## config.mk

```make
export PLATFORM = sky130hd
export DESIGN_NAME = gray_step_controller
export DESIGN_NICKNAME = d
export VERILOG_FILES = /design/src/rtl/gray_ctrl_pkg.sv /design/src/rtl/sync_edge.sv /design/src/rtl/gray_step_controller.sv
export SDC_FILE = /design/constraint.sdc
export NUM_CORES = 1
export LEC_CHECK = 0
export ABC_AREA = 1
export BUFFER_PORTS_ARGS = -buffer_cell sky130_fd_sc_hd__buf_2
export CORE_MARGIN = 8
export CORE_UTILIZATION = 58
export CTS_CLUSTER_SIZE = 12
export DETAILED_ROUTE_END_ITERATION = 8
export PLACE_DENSITY = 0.82
export SYNTH_ARGS = -nofsm -noshare
export SYNTH_HDL_FRONTEND = slang
export SYNTH_SLANG_ARGS = --single-unit
```

## constraint.sdc

```tcl
create_clock -name clk -period 2.42 [get_ports clk]
set_input_delay 0.121 -clock clk [delete_from_list [all_inputs] [get_ports clk]]
set_output_delay 0.121 -clock clk [all_outputs]
set_load 0.05 [all_outputs]
```

## src/rtl/gray_ctrl_pkg.sv

```systemverilog
// Shared types and helpers for the Gray counter run/pause/step controller.
// State encoding is visible on state_o, so the enum values are fixed.
package gray_ctrl_pkg;

    typedef enum logic [1:0] {
        IDLE  = 2'b00,
        RUN   = 2'b01,
        PAUSE = 2'b10,
        STEP  = 2'b11
    } state_t;

    localparam int TERM_W = 32;

    // Terminal Gray code for an n-bit counter: MSB-only when counting up, zero when counting down.
    function automatic logic [TERM_W-1:0] gray_term(input logic up, input int n);
        logic [TERM_W-1:0] term;
        term = '0;
        if (up) term[n-1] = 1'b1;
        return term;
    endfunction

endpackage

```

## src/rtl/sync_edge.sv

```systemverilog
// Two-flop synchroniser per bit, followed by a previous-value flop that
// turns each synchronised rising edge into a single-cycle pulse.
module sync_edge #(
    parameter int W = 1
) (
    input  logic         clk,
    input  logic         reset,
    input  logic [W-1:0] din,
    output logic [W-1:0] level,
    output logic [W-1:0] rise
);

    logic [W-1:0] meta;
    logic [W-1:0] sync;
    logic [W-1:0] prev;

    // NOTE: non-blocking assignments make the three flops shift together on one edge;
    // blocking ones here would collapse the chain into a single flop.
    always_ff @(posedge clk or negedge reset) begin
        if (!reset) begin
            meta <= '0;
            sync <= '0;
            prev <= '0;
        end else begin
            meta <= din;
            sync <= meta;
            prev <= sync;
        end
    end

    assign level = sync;
    assign rise  = sync & ~prev;

endmodule

```

## src/rtl/gray_step_controller.sv

```systemverilog
// Run/pause/single-step sequencer issuing enable, direction and clear to one
// N-bit Gray counter, with a prescaler for RUN mode and wrap detection.
module gray_step_controller
    import gray_ctrl_pkg::*;
#(
    parameter int N        = 8,
    parameter int DISTANCE = 1000,
    parameter int DIV_W    = $clog2(DISTANCE + 1)
) (
    input  logic         clk,
    input  logic         reset,
    input  logic         start_btn,
    input  logic         stop_btn,
    input  logic         step_btn,
    input  logic         dir_sw,
    input  logic [N-1:0] gray_in,
    output logic         cnt_en,
    output logic         cnt_up,
    output logic         cnt_clr,
    output logic [1:0]   state_o,
    output logic         wrap_o
);

    localparam logic [DIV_W-1:0] PRESC_LAST = DIV_W'(DISTANCE - 1);

    state_t           state;
    logic [DIV_W-1:0] presc;
    logic [3:0]       lvl;
    logic [3:0]       rise;
    logic             start_cmd;
    logic             stop_cmd;
    logic             step_cmd;
    logic             dir_lvl;
    logic             unused_sync;
    logic [N-1:0]     term;

    sync_edge #(.W(4)) u_sync (
        .clk   (clk),
        .reset (reset),
        .din   ({dir_sw, step_btn, stop_btn, start_btn}),
        .level (lvl),
        .rise  (rise)
    );

    assign start_cmd   = rise[0];
    assign stop_cmd    = rise[1];
    assign step_cmd    = rise[2];
    assign dir_lvl     = lvl[3];
    assign unused_sync = ^{lvl[2:0], rise[3]};

    always_ff @(posedge clk or negedge reset) begin
        if (!reset) begin
            state   <= IDLE;
            presc   <= '0;
            cnt_clr <= 1'b0;
            cnt_up  <= 1'b0;
        end else begin
            cnt_clr <= 1'b0;
            // Direction is frozen across an enable cycle so the counter never sees it change mid-step.
            if (!cnt_en) cnt_up <= dir_lvl;

            unique case (state)
                IDLE: begin
                    if (stop_cmd) begin
                        state <= IDLE;
                    end else if (start_cmd) begin
                        state <= RUN;
                        presc <= '0;
                    end else if (step_cmd) begin
                        state <= STEP;
                    end
                end
                RUN: begin
                    presc <= (presc == PRESC_LAST) ? '0 : presc + DIV_W'(1);
                    if (stop_cmd) state <= PAUSE;
                end
                PAUSE: begin
                    if (stop_cmd) begin
                        state   <= IDLE;
                        presc   <= '0;
                        cnt_clr <= 1'b1;
                    end else if (start_cmd) begin
                        state <= RUN;
                    end else if (step_cmd) begin
                        state <= STEP;
                    end
                end
                STEP: state <= PAUSE;
                default: state <= IDLE;
            endcase
        end
    end

    // Enable is decoded from registered state only, so it is a clean one-cycle pulse.
    assign cnt_en  = ((state == RUN) && (presc == PRESC_LAST)) || (state == STEP);
    assign term    = N'(gray_term(cnt_up, N));
    assign wrap_o  = cnt_en && (gray_in == term);
    assign state_o = state;

endmodule

```

==> metrics <==
outcome complete, no violations; pin count of the biggest net entering global routing 26; fin crit share about four fifths; vias in the first global route 968; final clock skew ~0.011 ns; Worst EP required 2.30 ns; Buffers on Ports 19; power density cells 808 nW/µm²; Reg area ~630 µm²; multi-input logic area 468 µm²; wire length after detailed routing between 2000 and 2500 µm; Final Instance Area between 1000 and 1500 µm²; Max-Cap Viols 0; die width a little over 60 µm; Post-synth top cells nand2_1, dfrtp_1, inv_1; RSZ-0062 raised after global routing no; CTS Buffer Depth 2; ANT nets after route 0; CTS tree done; YS warnings 0; Layout fillers around 160; EDFF count, synth 0; Antenna Cells 0; crit path DAT approximately 1.8 ns; CTS buffer count 3; total number of vias ~1000; main area contributors after synthesis dfrtp_1, nand2_1, nand4_1; gpl congestion 0.882; Post-DP HPWL around 1800 µm; initial antenna violation count 0; Initial Util approximately three fifths; CP Launch Type flop; fin nets 183; DR iter-0 viols 34; asr flop ratio synth between 90% and 100%; Critical Path End Type output port; Post-DP Area roughly 1300 µm²; Setup Buffers After CTS 0; Hold Vio Cnt, Final 0; CTS H-Tree Depth 1; Yosys top cell by area dfrtp_1; crit-path cells ha_1 > nand2_1 > inv_1 > nand3_2 > nand2_2 > nand2_2 > nor2_2 > buf_2; Total GRT Usage between 10% and 20%; Ports 20; drt pass-1 iters 4; Yosys reg bits 25; Root Driver clkbuf_4; hold_buf cts 5; Main synth FF type dfrtp_1; share of cells above drive strength 1 between 20 and 25%; sequential-to-total area share from yosys stat between 50 and 60%; LEAKAGE about 0.00073 µW; first-pass GRT wire length 4060 µm; Top Family by Delay on Critical Path simple AND/OR/NAND/NOR gates; total congestion overflow 0; Synth Area per Inst around 8.5 µm²; Max VDD drop just over 0.6 mV; syn_nets ~160; clk_lat worst skew about 0.34 ns; drt drc 0; Slew @ Worst Pin about 0.53 ns; Post-Syn Area ~1200 µm²; Tmin final ~1.9 ns; max-slew violations 0; synthesis-to-layout area growth 17.1%; Die H 61.2 µm; final setup vio count 0; most frequent cell after synthesis nand2_1; WL/cell 12.6 µm; Worst path max stage delay 0.39 ns; top fanout value on the critical path 5; Slew headroom around two thirds; Hold Crit Class in2async; Die Area 3740 µm²; post-route setup TNS 0 ns; Clock Pin Slew Worst Setup and Hold Paths 0.15 ns; Syn Inst Count 140; core area around 1900 µm²; Yosys top cell area share a little over half; slowest CP cell dfrtp_1; Rows 16; Worst path most repeated cell nand2_2; Via density ~5.2; CP Class reg2out; Post-CTS Resized 0; Buf+Inv Stages, Crit Path 2; maximum clock rate 523 MHz; distinct cell type count after synthesis 19; Num Clock Sinks 25
## path summary, 6_finish.rpt
check	startpoint	end	slack, ns	cells past startpoint
max	presc[0]	wrap_o	0.51	8
max reg2reg	state_o[0]	presc[1]	0.89	5
min	reset	u_sync.level[1]	0.27	2
min reg2reg	u_sync.meta[3]	u_sync.level[3]	0.37	0
min in group clk	u_sync.meta[3]	u_sync.level[3]	0.37	0
max in group asynchronous	reset	presc[3]	1.80	2
## cell families (layout without fill, tap and decap cells)
| family | Yosys count | in the layout | share of synthesized area (%) |
|---|---|---|---|
| simple gates | 81 | 81 | 33.5 |
| flops | 25 | 25 | 52.9 |
| buf+inv | 23 | 50 | 7.61 |
| compound gates | 9 | 9 | 4.23 |
| fa+ha+maj | 1 | 1 | 1.06 |
| xor+xnor | 1 | 1 | 0.740 |
## where the power goes
part           total [µW]  switching [µW]  internal [µW]
logic                 388             287            101
clock network         206             139           67.6
registers             526            53.5            472
total                1120             479            641
## metrics by stage
step	util (%)	worst slack [ns]	hold WS, ns	total power [µW]	cells
CTS	71.4	0.511	0.292	1130	194
global route	71.4	0.361	0.319	1180	194
floorplan	-	0.878	-0.175	821	140
detailed placement	67.2	0.898	0.137	917	185
finish	71.4	0.509	0.265	1120	194
global placement	67.2	0.913	0.128	908	185
## registers in the layout, indices dropped and copies added (netlist names)
signal        cells
presc            10
u_sync.level      4
u_sync.meta       4
u_sync.prev       3
state_o           2
cnt_clr           1
cnt_up            1
## layout make-up
type                       instances  area share (%)
clock inverter                     1           0.632
multi-input combinational         92            33.8
sequential                        25            45.1
timing repair buffer              24            10.5
clock buffer                       3            1.62
inverter                          22            5.96
tap                               27            2.44
## layout by cell type, fill, tap and decap left out, drive strengths merged
cell,Yosys,final
nand2,37,37
dfrtp,25,25
inv,22,23
buf,1,19
nand3,16,16
nand4,13,13
nor2,11,11
o21ai,7,7
dlygate4sd3,0,5
nor3,3,3
clkbuf,0,3
o21bai,2,2
nor4,1,1
xnor2,1,1
ha,1,1
## metal layers
layer  vias up  global-route usage (%)  share of wire [%]
li1        511                       -                  -
met3         5                    3.97                7.4
met1       474                    17.5                 45
met2        21                    23.6                 46
met4         0                    5.65                1.4
met5         -                       0                  0
Power figures use the tool's default switching activity.
